[src/rtl/mips_pkg.sv]
// rtl/mips_pkg.sv - shared memory-size encodings and stage state enumeration
package mips_pkg;

  localparam logic [1:0] SIZE_BYTE = 2'b00;
  localparam logic [1:0] SIZE_HALF = 2'b01;
  localparam logic [1:0] SIZE_WORD = 2'b10;

  typedef enum logic [1:0] {
    IDLE = 2'd0,
    WAIT = 2'd1,
    DONE = 2'd2
  } state_e;

endpackage

[src/rtl/mem_lane_align.sv]
// rtl/mem_lane_align.sv - byte enables, store replication, alignment and load lane extension
module mem_lane_align
  import mips_pkg::*;
(
  input  logic [1:0]  req_size,
  input  logic [1:0]  req_lo,
  input  logic [31:0] req_data,
  output logic        req_aligned,
  output logic [3:0]  req_be,
  output logic [31:0] req_wdata,
  input  logic [1:0]  ld_size,
  input  logic [1:0]  ld_lo,
  input  logic        ld_signed,
  input  logic [31:0] ld_rdata,
  output logic [31:0] ld_data
);

  logic [7:0]  byte_lane;
  logic [15:0] half_lane;

  always_comb begin
    req_aligned = 1'b1;
    req_be      = 4'b1111;
    req_wdata   = req_data;
    case (req_size)
      SIZE_BYTE: begin
        req_be    = 4'b0001 << req_lo;
        req_wdata = {4{req_data[7:0]}};
      end
      SIZE_HALF: begin
        req_aligned = !req_lo[0];
        req_be      = req_lo[1] ? 4'b1100 : 4'b0011;
        req_wdata   = {2{req_data[15:0]}};
      end
      default: req_aligned = (req_lo == 2'b00);
    endcase
  end

  always_comb begin
    case (ld_lo)
      2'd0:    byte_lane = ld_rdata[7:0];
      2'd1:    byte_lane = ld_rdata[15:8];
      2'd2:    byte_lane = ld_rdata[23:16];
      default: byte_lane = ld_rdata[31:24];
    endcase
    half_lane = ld_lo[1] ? ld_rdata[31:16] : ld_rdata[15:0];
    case (ld_size)
      SIZE_BYTE: ld_data = {{24{ld_signed & byte_lane[7]}}, byte_lane};
      SIZE_HALF: ld_data = {{16{ld_signed & half_lane[15]}}, half_lane};
      default:   ld_data = ld_rdata;
    endcase
  end

endmodule

[src/rtl/mem_access_stage.sv]
// rtl/mem_access_stage.sv - pipeline memory stage: ALU pass-through, data bus access, writeback register
module mem_access_stage
  import mips_pkg::*;
(
  input  logic        clk,
  input  logic        rst_n,
  input  logic        in_valid,
  output logic        in_ready,
  input  logic [31:0] reg_data,
  input  logic [31:0] mem_address,
  input  logic        load,
  input  logic        store,
  input  logic        write_reg,
  input  logic        load_signed,
  input  logic [1:0]  mem_size,
  input  logic [4:0]  dest,
  input  logic        flush,
  output logic        dmem_req,
  output logic        dmem_we,
  output logic [31:0] dmem_addr,
  output logic [31:0] dmem_wdata,
  output logic [3:0]  dmem_be,
  input  logic        dmem_ack,
  input  logic [31:0] dmem_rdata,
  output logic        wb_valid,
  output logic        wb_write,
  output logic [31:0] wb_data,
  output logic [4:0]  wb_dest,
  input  logic        wb_ready,
  output logic        misalign_err
);

  state_e      state, state_nxt;
  logic        accept, mem_op, ack_done;
  logic        req_aligned;
  logic [3:0]  req_be;
  logic [31:0] req_wdata, ld_data;
  logic [1:0]  ld_size, ld_lo;
  logic        ld_signed;
  logic [4:0]  pend_dest;

  assign mem_op   = load | store;
  assign accept   = in_valid & in_ready & !flush;
  assign ack_done = (state == WAIT) & dmem_ack;

  mem_lane_align u_align (
    .req_size    (mem_size),
    .req_lo      (mem_address[1:0]),
    .req_data    (reg_data),
    .req_aligned (req_aligned),
    .req_be      (req_be),
    .req_wdata   (req_wdata),
    .ld_size     (ld_size),
    .ld_lo       (ld_lo),
    .ld_signed   (ld_signed),
    .ld_rdata    (dmem_rdata),
    .ld_data     (ld_data)
  );

  always_ff @(posedge clk) begin
    if (!rst_n) state <= IDLE;
    else        state <= state_nxt;
  end

  always_comb begin
    state_nxt = state;
    case (state)
      IDLE:    if (accept & mem_op & req_aligned) state_nxt = WAIT;
      WAIT:    if (dmem_ack) state_nxt = wb_ready ? IDLE : DONE;
      DONE:    if (wb_ready) state_nxt = IDLE;
      default: state_nxt = IDLE;
    endcase
  end

  always_comb begin
    in_ready = (state == IDLE) & (!wb_valid | wb_ready);
  end

  // Bus request registers only load on acceptance in IDLE, so they stay stable while dmem_req is high.
  always_ff @(posedge clk) begin
    if (!rst_n) begin
      dmem_req   <= 1'b0;
      dmem_we    <= 1'b0;
      dmem_addr  <= '0;
      dmem_wdata <= '0;
      dmem_be    <= '0;
      ld_size    <= '0;
      ld_lo      <= '0;
      ld_signed  <= 1'b0;
      pend_dest  <= '0;
    end else if (accept & mem_op & req_aligned) begin
      dmem_req   <= 1'b1;
      dmem_we    <= store;
      dmem_addr  <= {mem_address[31:2], 2'b00};
      dmem_wdata <= req_wdata;
      dmem_be    <= req_be;
      ld_size    <= mem_size;
      ld_lo      <= mem_address[1:0];
      ld_signed  <= load_signed;
      pend_dest  <= dest;
    end else if (ack_done) begin
      dmem_req   <= 1'b0;
    end
  end

  // Register x0 is never written, whatever the source of the result.
  always_ff @(posedge clk) begin
    if (!rst_n) begin
      wb_valid     <= 1'b0;
      wb_write     <= 1'b0;
      wb_data      <= '0;
      wb_dest      <= '0;
      misalign_err <= 1'b0;
    end else begin
      misalign_err <= 1'b0;
      if (ack_done) begin
        wb_valid <= 1'b1;
        wb_write <= !dmem_we & (pend_dest != 5'd0);
        wb_data  <= dmem_we ? 32'd0 : ld_data;
        wb_dest  <= pend_dest;
      end else if (accept & !mem_op) begin
        wb_valid <= 1'b1;
        wb_write <= write_reg & (dest != 5'd0);
        wb_data  <= reg_data;
        wb_dest  <= dest;
      end else if (accept & !req_aligned) begin
        wb_valid     <= 1'b1;
        wb_write     <= 1'b0;
        wb_data      <= 32'd0;
        wb_dest      <= dest;
        misalign_err <= 1'b1;
      end else if (wb_ready) begin
        wb_valid <= 1'b0;
      end
    end
  end

endmodule

[config.mk]
export PLATFORM = sky130hd
export DESIGN_NAME = mem_access_stage
export DESIGN_NICKNAME = d
export VERILOG_FILES = /design/src/rtl/mips_pkg.sv /design/src/rtl/mem_lane_align.sv /design/src/rtl/mem_access_stage.sv
export SDC_FILE = /design/constraint.sdc
export NUM_CORES = 1
export LEC_CHECK = 0
export BUFFER_PORTS_ARGS = -buffer_cell sky130_fd_sc_hd__buf_4
export CELL_PAD_IN_SITES_DETAIL_PLACEMENT = 0
export CELL_PAD_IN_SITES_GLOBAL_PLACEMENT = 2
export CORE_ASPECT_RATIO = 0.6
export CORE_MARGIN = 5
export CORE_UTILIZATION = 29
export CTS_CLUSTER_SIZE = 14
export DETAILED_ROUTE_END_ITERATION = 8
export PLACE_DENSITY_LB_ADDON = 0.1
export SYNTH_ARGS = -nofsm -noshare
export SYNTH_HDL_FRONTEND = slang
export SYNTH_SLANG_ARGS = --single-unit
[constraint.sdc]
create_clock -name clk -period 4.8 [get_ports clk]
set_clock_uncertainty 0.15 [all_clocks]
set_input_delay 0.96 -clock clk [delete_from_list [all_inputs] [get_ports clk]]
set_output_delay 0.96 -clock clk [all_outputs]
set_load 0.03 [all_outputs]
---- Word level (Yosys, flattened, before mapping) ----
Index checks and enable logic that the tools add are counted.
cells by class
  equal/unequal tests ..................... 9
  bitwise logic cells ..................... 15
  reductions and logical operators ........ 18
  mux-type cells .......................... 29
  shifts and indexed selects .............. 1
operator list
  kind                                              count
  2-to-1 mux 32 bit                                 4
  case mux 32 bit (2 select lines)                  2
  case mux 8 bit (3 select lines)                   1
  2-to-1 mux 16 bit                                 1
  2-to-1 mux 5 bit                                  3
  bitwise AND 1 bit                                 12
  logical NOT 2 bit                                 5
  2-to-1 mux 1 bit                                  10
  nonzero test 5 bit                                2
  == test 2 x 1 -> 1 bit (second input constant)    4
  2-to-1 mux 2 bit                                  4
  case mux 4 bit (2 select lines)                   1
  logical NOT 1 bit                                 6
  inequality test 2 bit (second input constant)     3
  case mux 2 bit (3 select lines)                   1
  == test 2 bit (second input constant)             2
  2-to-1 mux 4 bit                                  1
  nonzero test 4 bit                                1
  << shifter 1 x 2 -> 4 bit (first input constant)  1
  AND reduction 3 bit                               1
  nonzero test 3 bit                                1
  OR reduction 3 bit                                1
  bitwise OR 1 bit                                  2
  case mux 1 bit (2 select lines)                   1
  other kinds (2)                                   2
word-level totals
  logic and storage cells ................. 87
  register bits after elaboration ......... 120
  output and inout bits ................... 111
  input port bits ......................... 113

---- Logic depth before layout (Yosys ltp) ----
  depth after elaboration ................. 9
  mapped depth ............................ 8
  gate-level depth less buffers ........... 4

---- Modules after synthesis ----
Synthesis repeated with hierarchy kept, for this count alone.
second synthesis, totals
  cells, all modules ...................... 688
  area, all modules ....................... 5,799.3 um^2
modules (own cells, without submodules)
  module            instances  seq. area each (um^2)  area an instance (um^2)  cells each
  mem_access_stage  1          2,402.3                4,647.0                  523
  mem_lane_align    1          0.0                    1,152.4                  165

---- Worst setup path before layout ----
No wires, ideal clock.
  path kind ............................... in2out
  start ................................... in wb_ready
  end ..................................... out in_ready
  data required time ...................... 3.690 ns
  arrival time ............................ 1.650 ns
  cell stages on the path ................. 3
  path slack .............................. 2.040 ns
  path buffers ............................ 1
  path through ............................ nor2b_1 -> clkbuf_1 -> nor2_1
between the ends
  cells in the longest elaborated chain, start to end .. 2
RTL lines
  what               line                    source
  from (decl)        mem_access_stage.sv:29  input logic wb_ready,
  bitwise OR 1 bit   mem_access_stage.sv:76  in_ready = (state == IDLE) & (!wb_valid | wb_ready);
  bitwise AND 1 bit  mem_access_stage.sv:76
  to (decl)          mem_access_stage.sv:8   output logic in_ready,
Every way passes these cells.

---- Worst setup path in the final report ----
Same ends and word-level chain as after synthesis.

==> flow_summary_export.csv <==
group,metric,value,unit
worst_setup_path,endpoint_kind,"primary output",
worst_setup_path,crit_path_end,"in_ready",
yosys,synth-main-ff-cell,"dfxtp_1",
global_route,globalRouteOverflowTotal,0,
worst_setup_path,cp-start-kind,"input port",
routing,vias,6697,
global_route,antenna_found_initial,1,
clock_tree,cts-root-buf,"clkbuf_16",
pwr,p_sw,871,uW
routing,first_pass_iters,5,
worst_setup_path,crit_type,"input port to primary output",
timing,worst_pin_slew,1.25,ns
worst_setup_path,crit_fanout,7,
yosys,syn_area,5960,um2
yosys,syn_avg_cell_area,7.93,um2
yosys,synth_cells,752,
pwr,clock_power_share,46.4,%
yosys,synth_common_cells,"120 x dfxtp_1, 104 x a21oi_1, 90 x o21ai_0",
routing,ant_nets,0,
pwr,power_switching_share,29.1,%
timing,fmax,317,MHz
floorplanning,dieHeight,121,um
yosys,ys_types,58,
timing,fin_crit,3.15,ns
yosys,ys_top_cells_by_area,"dfxtp_1 40%, a21oi_1 8.7%, o21ai_0 7.6%, nand2_1 4.5%, nand3_1 4.5%",
pwr,irDropWorstVdd,0.234,mV
clock_tree,cts_tree,"done",
floorplanning,core_area,20100,um2
clock_tree,postCtsHoldBufs,0,
final_layout,drive_above_1_share,29.8,%
worst_hold_path,hold_class,"flip-flop to flip-flop",
clock_tree,clk_latency,0.41,ns
worst_setup_path,ff2ff_setup_slack,1.89,ns
final_layout,fin_nets,1035,
timing,fin_crit_sh,65.7,%
yosys,ys_ff_latch,120,
pwr,p_per_area,358,nW/um2
final_layout,fillers,2094,
placed_design,dp_hpwl,19400,um
clock_tree,path_clk_slew,0.06,ns
placed_design,io_buffers,221,
clock_tree,clockBufferDepth,2,
timing,rsz0062_at_grt,"false",
routing,drt_iter0_drc,503,
routing,routed_via_density,5.54,
floorplanning,start_util,29.6,%
worst_setup_path,rr_endpoint,"wb_data[12]$_SDFFE_PN0P_",
routing,wirelength,26700,um
final_layout,areaGrowthSynthToFinish,40.4,%
pwr,p_seq_share,36.1,%
clock_tree,htreeDepth,4,
global_route,grt_usage,21.6,%
worst_setup_path,critPathArrivalTime,2.04,ns
timing,tns,0,ns
global_route,grt_pass1_vias,6422,
timing,finalHoldViolCount,0,
pwr,power_frac_comb,17.5,%
yosys,synth-edff-count,0,
routing,wl_per_cell,22.1,um
status,outcome,"finished clean",
clock_tree,post_cts_buffers,0,
floorplanning,die_x,195,um
floorplanning,die_area,23600,um2
clock_tree,cts_resized,0,
global_route,grt_pass1_wl,39600,um
yosys,synth_warnings,0,
final_layout,finalCoreUtilization,41.6,%
worst_setup_path,rr_startpoint,"ld_size[0]$_SDFFE_PN0P_",
worst_setup_path,crit_required,3.69,ns
floorplanning,rows,40,
final_layout,diodes,0,
run,cap_violations,0,
worst_setup_path,r2r_cells,4,
yosys,yosysTopAreaCell,"dfxtp_1",
clock_tree,cts_sinks,120,
floorplanning,io_pins,224,
clock_tree,cts_buffers,17,
global_route,grt_max_degree,97,
pwr,leakage,0.00329,uW
placed_design,gp_congestion,0.850,
yosys,synth_top_area_share,40.3,%
yosys,async_reset_ff_share,0,%
timing,drv_slew,0,
worst_setup_path,startpoint,"wb_ready",
routing,remaining_drc_errors,0,
pwr,p_int,2120,uW
timing,slew-limit-headroom,15.6,%
yosys,ys_seq_area_share,40.3,%
timing,setup_viol,0,
yosys,synth.most_common_cell,"dfxtp_1",
state kept, by name, summed over array words and instances, names as in the netlist:
signal	count
dmem_addr	30
wb_write	1
wb_dest	5
dmem_we	1
wb_data	32
ld_size	2
ld_lo	2
dmem_be	4
state	2
wb_valid	1
ld_signed	1
pend_dest	5
misalign_err	1
dmem_req	1
dmem_wdata	32
worst max-delay path: stages:
cell and delay, ns:
buf_4 0.11, nor2b_1 0.63, nor2_1 0.13, buf_4 0.21
cell families after synthesis:
group | after synthesis | share of synthesized area, %
buf+inv | 104 | 7.56
compound gates | 320 | 32.8
flops | 120 | 40.3
mux | 19 | 3.21
other cells | 1 | 0.0629
simple gates | 188 | 16.0
routing by layer:
layer | track usage (%) | vias up | part of all wire [%]
met4 | 4.49 | 0 | 0.85
met1 | 32.8 | 3234 | 51
li1 | - | 3145 | -
met3 | 7.91 | 18 | 9.4
met2 | 28.7 | 300 | 39
met5 | 0 | - | 0
per-stage QoR:
stage          power [uW]  cell area (um2)  hold slack [ns]  instances  setup WS, ns
3_3_place_gp         1620             7730            0.305       1176          1.42
5_1_grt              3110             8370            0.342       1208          1.48
4_1_cts              3020             8370            0.322       1208          1.65
2_1_floorplan        1380             5960            0.311        753          2.04
3_5_place_dp         1620             7730            0.312       1176          1.32
6_report             2990             8370            0.313       1208          1.65
power groups by stage:
stage / combinational [uW] / clock [uW] / sequential (uW)
6_report: 524 / 1390 / 1080
5_1_grt: 560 / 1460 / 1090
3_3_place_gp: 515 / 0 / 1100
2_1_floorplan: 200 / 0 / 1180
4_1_cts: 522 / 1410 / 1080
3_5_place_dp: 521 / 0 / 1100
how the worst min path moves through the flow:
stage                                endpoint  slack (ns)                      start  cells past startpoint
finish                dmem_be[1]$_SDFFE_PN0P_        0.31    dmem_be[1]$_SDFFE_PN0P_                      2
detailed placement    dmem_be[1]$_SDFFE_PN0P_        0.31    dmem_be[1]$_SDFFE_PN0P_                      2
global route          dmem_be[1]$_SDFFE_PN0P_        0.34    dmem_be[1]$_SDFFE_PN0P_                      2
floorplan           pend_dest[4]$_SDFFE_PN0P_        0.31  pend_dest[4]$_SDFFE_PN0P_                      2
CTS                   dmem_be[1]$_SDFFE_PN0P_        0.32    dmem_be[1]$_SDFFE_PN0P_                      2
global placement      dmem_be[1]$_SDFFE_PN0P_        0.31    dmem_be[1]$_SDFFE_PN0P_                      2
area by class of cell:
| type | count | area (um2) | area share [%] |
|---|---|---|---|
| Clock buffer | 19 | 443 | 5.29 |
| Clock inverter | 13 | 194 | 2.32 |
| Inverter | 21 | 78.8 | 0.942 |
| Multi-Input combinational cell | 529 | 3160 | 37.8 |
| Sequential cell | 120 | 2400 | 28.7 |
| Tap cell | 273 | 342 | 4.08 |
| Timing Repair Buffer | 233 | 1750 | 20.9 |
cell usage in the layout (no fill, tap or decap), types with 2 or more instances in the layout:
master,n
a2111oi_0,6
a211oi_1,17
a21oi_1,104
a221o_1,6
a2bb2oi_1,2
a311oi_1,23
a31oi_1,18
a32oi_1,7
and3b_1,7
buf_4,233
bufinv_16,4
clkbuf_16,17
clkinv_4,5
conb_1,2
dfxtp_1,120
inv_1,20
inv_6,2
mux2i_1,18
nand2_1,71
nand2b_1,6
nand3_1,53
nor2_1,13
nor2b_1,2
nor3_1,18
nor4_1,2
o2111ai_1,6
o21ai_0,89
o21ai_1,10
o31ai_1,17
or4_1,3
Power figures use the tool's default switching activity.
